## config.mk

```make
export PLATFORM = sky130hd
export DESIGN_NAME = quad_encoder_counter
export DESIGN_NICKNAME = d
export VERILOG_FILES = /design/src/rtl/quad_encoder_counter.sv
export SDC_FILE = /design/constraint.sdc
export NUM_CORES = 1
export LEC_CHECK = 0
export CORE_MARGIN = 8
export CORE_UTILIZATION = 58
export DETAILED_ROUTE_END_ITERATION = 8
export PLACE_DENSITY_LB_ADDON = 0.12
export REMOVE_ABC_BUFFERS = 1
export SLEW_MARGIN = 20
export SYNTH_ARGS = -nofsm -noshare
export SYNTH_HDL_FRONTEND = slang
export SYNTH_SLANG_ARGS = --single-unit
```

## constraint.sdc

```tcl
create_clock -name CLK -period 4.85 [get_ports CLK]
set_input_delay 0.7275 -clock CLK [delete_from_list [all_inputs] [get_ports CLK]]
set_output_delay 0.7275 -clock CLK [all_outputs]
set_load 0.01 [all_outputs]
```

## src/rtl/quad_encoder_counter.sv

```systemverilog
// Quadrature encoder front end: synchronizer, per-channel glitch filter, x4 decode,
// wrapping signed position, windowed velocity, direction and saturating error count.
module quad_encoder_counter #(
  parameter int FILTER_LEN = 3,
  parameter int VEL_WINDOW = 16000
) (
  input  logic        CLK,
  input  logic        reset,
  input  logic        enc_a,
  input  logic        enc_b,
  input  logic        zero,
  output logic [31:0] position,
  output logic [31:0] velocity,
  output logic        vel_valid,
  output logic        direction,
  output logic [7:0]  err_count
);

  localparam int WIN_W = $clog2(VEL_WINDOW);
  localparam logic [WIN_W-1:0] WIN_LAST = WIN_W'(VEL_WINDOW - 1);
  localparam logic [3:0]       FLT_LAST = 4'(FILTER_LEN - 1);

  // Channel vectors are packed {A, B} so the filtered vector is the decode state.
  logic [1:0]              sync1_q, sync2_q;
  logic [1:0]              filt_q, filt_d;
  logic [1:0]              prev_q;
  logic [3:0]              fcnt_q [2];
  logic [3:0]              fcnt_d [2];
  logic [WIN_W-1:0]        win_q, win_d;
  logic signed [31:0]      acc_q, acc_d;
  logic signed [31:0]      position_q, position_d;
  logic signed [31:0]      velocity_q, velocity_d;
  logic                    vel_valid_q, vel_valid_d;
  logic                    direction_q, direction_d;
  logic [7:0]              err_count_q, err_count_d;

  logic [1:0]              idx_diff;
  logic                    step_fwd, step_rev, step_bad, win_last;
  logic signed [31:0]      step;

  // Position of a state along the forward Gray cycle 00 -> 10 -> 11 -> 01.
  function automatic logic [1:0] gray_idx(input logic [1:0] s);
    case (s)
      2'b00:   gray_idx = 2'd0;
      2'b10:   gray_idx = 2'd1;
      2'b11:   gray_idx = 2'd2;
      default: gray_idx = 2'd3;
    endcase
  endfunction

  function automatic logic [7:0] sat_inc8(input logic [7:0] v);
    sat_inc8 = (v == 8'hFF) ? v : v + 8'd1;
  endfunction

  always_comb begin
    filt_d = filt_q;
    for (int i = 0; i < 2; i++) begin
      fcnt_d[i] = 4'd0;
      if (sync2_q[i] != filt_q[i]) begin
        if (fcnt_q[i] == FLT_LAST) filt_d[i] = sync2_q[i];
        else                       fcnt_d[i] = fcnt_q[i] + 4'd1;
      end
    end
  end

  // A Gray-index distance of 1 is a forward step, 3 reverse, 2 means both bits flipped.
  always_comb begin
    idx_diff = gray_idx(filt_q) - gray_idx(prev_q);
    step_fwd = (idx_diff == 2'd1);
    step_rev = (idx_diff == 2'd3);
    step_bad = (idx_diff == 2'd2);
    if (step_fwd)      step = 32'sd1;
    else if (step_rev) step = -32'sd1;
    else               step = 32'sd0;
  end

  always_comb begin
    position_d  = zero ? 32'sd0 : position_q + step;
    direction_d = step_fwd ? 1'b1 : (step_rev ? 1'b0 : direction_q);
    err_count_d = step_bad ? sat_inc8(err_count_q) : err_count_q;
    win_last    = (win_q == WIN_LAST);
    win_d       = win_last ? '0 : win_q + WIN_W'(1);
    acc_d       = win_last ? 32'sd0 : acc_q + step;
    velocity_d  = win_last ? acc_q + step : velocity_q;
    vel_valid_d = win_last;
  end

  always_ff @(posedge CLK or posedge reset) begin
    if (reset) begin
      sync1_q     <= '0;
      sync2_q     <= '0;
      filt_q      <= '0;
      prev_q      <= '0;
      fcnt_q[0]   <= '0;
      fcnt_q[1]   <= '0;
      win_q       <= '0;
      acc_q       <= '0;
      position_q  <= '0;
      velocity_q  <= '0;
      vel_valid_q <= 1'b0;
      direction_q <= 1'b0;
      err_count_q <= '0;
    end else begin
      sync1_q     <= {enc_a, enc_b};
      sync2_q     <= sync1_q;
      filt_q      <= filt_d;
      prev_q      <= filt_q;
      fcnt_q[0]   <= fcnt_d[0];
      fcnt_q[1]   <= fcnt_d[1];
      win_q       <= win_d;
      acc_q       <= acc_d;
      position_q  <= position_d;
      velocity_q  <= velocity_d;
      vel_valid_q <= vel_valid_d;
      direction_q <= direction_d;
      err_count_q <= err_count_d;
    end
  end

  assign position  = position_q;
  assign velocity  = velocity_q;
  assign vel_valid = vel_valid_q;
  assign direction = direction_q;
  assign err_count = err_count_q;

endmodule

```

After elaboration in Yosys (flattened, before gate mapping)
Cells that the tools add are included.

cells by class
  eq/ne operators = 13
  $add $sub $neg = 7
  multiplexer cells = 13
  bitwise operators = 1
  reductions and logical operators = 6

operators by type and width
  operator                                                               number
  32-bit two-way mux                                                     4
  32-bit adder                                                           2
  4-bit two-way mux                                                      4
  14-bit by 1-bit adder with 14-bit output, second input constant        1
  14-bit equality test, second input constant                            1
  14-bit two-way mux                                                     1
  2-bit equality test, second input constant                             6
  2-bit one-hot mux with 3 select lines                                  2
  4-bit by 1-bit adder with 4-bit output, second input constant          2
  8-bit by 1-bit adder with 8-bit output, second input constant          1
  4-bit by 2-bit equality test with 1-bit output, second input constant  2
  8-bit equality test, second input constant                             1
  2-bit AND reduction                                                    3
  2-bit logical NOT                                                      2
  2-bit by 1-bit equality test with 1-bit output, second input constant  1
  1-bit two-way mux                                                      2
  1-bit inequality test                                                  2
  2-bit nonzero test                                                     1
  2-bit subtractor                                                       1
  1-bit NOT                                                              1

word-level totals
  output and inout port bits = 74
  register bits after elaboration = 136
  input port bits = 5
  word-level logic and storage cells = 54

Longest topological paths before layout
  word-level depth = 8
  depth in mapped cells = 18

Least setup slack after synthesis
No wires, ideal clock.

  path kind = flip-flop to flip-flop
  start point = register filt_q[0]
  end point = register position_q[28] (netlist: position[28])
  required time = 4.718 ns
  arrival time = 3.973 ns
  path slack = 0.745 ns
  stages on the path, launching flop included = 16
  setup time = 0.132 ns
  cell sequence = dfrtp_1 -> ha_1 -> ha_1 -> xor3_1 -> nand2_1 -> clkbuf_1 -> buf_1 -> xnor2_1 -> ha_1 -> nor4_1 -> nand3b_1 -> o311a_1 -> o22ai_1 -> mux2i_1 -> xor2_1 -> nor2_1

between the ends
  cells in the longest elaborated chain, start to end = 8
  elaborated cells on any way between the ends = 11

RTL lines
  what                                                             line  text
  start: declaration                                               25    logic [1:0] filt_q, filt_d;
  start signal: assignment                                         106   filt_q <= filt_d;
  2-bit equality test / 2-bit logical NOT (equally long branches)  43    case (s)
  2-bit one-hot mux with 3 select lines (*)                        43
  2-bit subtractor (*)                                             68    idx_diff = gray_idx(filt_q) - gray_idx(prev_q);
  2-bit equality test                                              70    step_rev = (idx_diff == 2'd3);
  32-bit two-way mux                                               73    else if (step_rev) step = -32'sd1;
  32-bit two-way mux (*)                                           72    if (step_fwd) step = 32'sd1;
  32-bit adder (*)                                                 78    position_d = zero ? 32'sd0 : position_q + step;
  32-bit two-way mux (*)                                           78
  via position_d[28]                                               31    logic signed [31:0] position_q, position_d;
  end signal: assignment                                           112   position_q <= position_d;
  end: declaration                                                 31

Mark *: on every way through the listed nets, which the timed path passes. The rest lies on a longest branch.
A chain may end at the register's enable or synchronous reset.

Worst setup path in the final report
  start point = register filt_q[1]
  end point = register position_q[20] (netlist: position[20])

The elaborated chain is that of the path after synthesis.

==> qor.csv <==
stage;metric;value;unit
outcome;status;complete, no violations;
worst_setup_path;slowest_delay;630;ps
drt;first_pass_iters;5;
worst_hold_path;min_to;sync2_q[1];
yosys;ys_ff_latch;136;
drt;drt_iter0_drc;580;
grt;grt_usage;22.3;%
worst_setup_path;rr_startpoint;filt_q[1];
sta;fmax;0.225;GHz
worst_setup_path;r2r-end;position[20];
sta;finClkSkew;12.8;ps
worst_setup_path;critPathRequiredTime;5150;ps
yosys;synth_flop_cell;dfrtp_1;
clock_tree;cts_hold_buf;0;
yosys;synthesis.instances;848;
worst_setup_path;crit_family;adder cells;
final_layout;fin_nets;917;
clock_tree;numCtsBuffers;17;
worst_hold_path;hold_depth;0;
sta;slew_headroom;36.6;%
drt;wl_per_cell;17.9;um
worst_setup_path;cp-startpoint;filt_q[1];
worst_setup_path;cp_slowest_cell;ha_1;
worst_hold_path;hp-start;sync1_q[1];
job;cap_violations;0;
sta;finalHoldViolations;0;
worst_setup_path;critical_path_class;flop to flop;
grt;antenna_found_initial;0;
drt;ant_nets;0;
worst_hold_path;hp-class;flop to flop;
floorplan;dieArea;0.0173;sq mm
yosys;synth.avg_cell_area;9.10;sq um
worst_setup_path;worstSetupEndpointType;flop;
clock_tree;clk_pin_slew;60;ps
clock_tree;htree_levels;4;
sta;worst_pin_slew;952;ps
clock_tree;clock_latency;430;ps
worst_setup_path;regToRegSetupSlack;400;ps
drt;drc;0;
placed_design;hpwl;13300;um
drt;vias_per_cell;6.07;
placed_design;io_buffers;78;
clock_tree;cts_max_path_buffers;2;
floorplan;ioPinCount;79;
floorplan;design.core.area;0.0131;sq mm
final_layout;area_delta_synth_final;18.8;%
drt;wl;19500;um
final_layout;drive_gt1_share;7.16;%
yosys;synth_edf_count;0;
placed_design;place_congestion;0.919;
yosys;yosysWarningCount;0;
sta;rsz0062_at_grt;no;
final_layout;most-common-layout-cells;dfrtp_1 (136), nor2_1 (110), nand2_1 (87);
clock_tree;root_buffer;clkbuf_16;
grt;grt_overflow;0;
clock_tree;tritoncts;built;
worst_setup_path;cp.arrival;4760;ps
yosys;synthesis.area;0.00772;sq mm
sta;final.min_clock_period;4450;ps
worst_setup_path;start_kind;flop;
yosys;synthArstFlopShare;100;%
floorplan;chipWidth;131;um
sta;setup_violations;0;
final_layout;final_common_cell;dfrtp_1;
sta;holdWs;348;ps
grt;grt_pass1_wl;32300;um
drt;num_vias;6575;
yosys;ys_types;71;
worst_setup_path;path_buf_inv;3;
worst_setup_path;crit_top_cell;ha_1;
floorplan;placementRows;42;
worst_setup_path;cp_cell_sequence;inv_1, ha_1, ha_1, clkinvlp_4, buf_4, nand2_2, xnor2_1, ha_1, nor4_1, nand3b_1, o311a_1, o22ai_1, mux2i_1, xnor2_1, nor2_1;
sta;period_share;91.8;%
sta;timing.setup.tns;0;ps
worst_setup_path;crit_fanout;14;
grt;grt_pass1_vias;6378;
yosys;yosysSeqAreaShare;44.1;%
worst_setup_path;r2r_cells;15;
clock_tree;cts_sinks;136;
grt;grt_max_degree;78;
floorplan;start_util;58.8;%
floorplan;die_y;131;um
sta;drv_slew;0;
final_layout;antenna_cells;0;
[cells by family (layout without fill, tap and decap cells)]
logic type	count (synthesis)	in the layout	synth area share (%)
buffers and inverters	76	136	4.07
adder cells (fa/ha/maj)	17	17	2.76
multiplexers	17	17	2.29
XOR/XNOR	92	92	10.8
AND/OR/NAND/NOR	388	388	25.5
flip-flops	136	136	44.1
AO/OA/AOI/OAI	122	122	10.5
[repair_timing]
item	in CTS	in global routing
endpoints found under the hold margin	0	0
gates resized for setup	0	1
endpoints found under the setup margin	0	3
buffers inserted	0	5
[cells in the mapped netlist (3+ instances only)]
| cell | instances | area share, % |
|---|---|---|
| o32ai_1 | 5 | 0.57 |
| o21ai_0 | 45 | 2.9 |
| nand3_1 | 39 | 2.5 |
| o22ai_1 | 4 | 0.32 |
| o21ai_1 | 3 | 0.19 |
| clkbuf_1 | 43 | 2.1 |
| and4_1 | 9 | 1.0 |
| buf_2 | 9 | 0.58 |
| mux2i_1 | 12 | 1.6 |
| buf_1 | 5 | 0.24 |
| a21oi_1 | 15 | 0.97 |
| a32oi_1 | 5 | 0.57 |
| nand4_1 | 28 | 2.3 |
| and2_1 | 4 | 0.32 |
| nor3_1 | 28 | 1.8 |
| inv_1 | 15 | 0.73 |
| and3_1 | 13 | 1.1 |
| xnor2_1 | 57 | 6.5 |
| or4_1 | 11 | 1.1 |
| dfrtp_1 | 136 | 44 |
| xor2_1 | 33 | 3.7 |
| nor4_1 | 20 | 1.6 |
| nand2_1 | 89 | 4.3 |
| ha_1 | 17 | 2.8 |
| o31ai_1 | 6 | 0.58 |
| mux2_2 | 4 | 0.58 |
| or4_4 | 3 | 0.44 |
| a31oi_1 | 6 | 0.49 |
| or3_1 | 11 | 0.89 |
| nor2b_1 | 3 | 0.24 |
| nor4b_1 | 5 | 0.57 |
| nor2_1 | 110 | 5.3 |
| a22oi_1 | 4 | 0.39 |
[per-stage QoR]
stage / cell area, sq um / util, % / std cells / worst slack, ps
floorplan: 7460 / - / 787 / -354
global placement: 8530 / 64.9 / 1047 / 617
detailed placement: 8530 / 64.9 / 1047 / 373
CTS: 9120 / 69.4 / 1079 / 323
global route: 9170 / 69.8 / 1084 / 115
finish: 9170 / 69.8 / 1084 / 397
[worst max path at each step]
stage | to | slack [ps] | cells after the start
detailed placement | position[20] | 370 | 14
finish | position[20] | 400 | 15
global placement | position[28] | 620 | 14
global route | position[30] | 120 | 15
floorplan | position[31] | -350 | 10
CTS | position[20] | 320 | 14
[state kept, by name, indices dropped and copies added, names as in the netlist]
signal	flops
acc_q	32
direction	1
err_count	8
fcnt_q	8
filt_q	2
position	32
prev_q	2
sync1_q	2
sync2_q	2
vel_valid	1
velocity	32
win_q	14
[worst register-to-register path, cell delays in order (launching register included)]
cell and delay [ps]:
dfrtp_1 420, inv_1 60, ha_1 270, ha_1 630
clkinvlp_4 160, buf_4 200, nand2_2 170, xnor2_1 100
ha_1 270, nor4_1 420, nand3b_1 390, o311a_1 480
o22ai_1 280, mux2i_1 270, xnor2_1 150, nor2_1 60
[per-layer routing]
layer	up-vias	global-route usage, %	wire, um
met5	-	0	0
met1	3192	29.9	8720
met3	33	4.92	1200
met2	248	34.7	9200
met4	0	8.30	330
li1	3102	-	-
[cell type report]
type | instances | area [sq um]
inverter | 15 | 62.6
timing repair buffer | 89 | 876
multi-input combinational | 636 | 4010
clock buffer | 19 | 453
tap | 176 | 220
clock inverter | 13 | 141
fill | 1038 | 3970
sequential | 136 | 3400
Power is not shown: default switching activity piles up to over one toggle a cycle in this logic, so the estimate is an artifact.
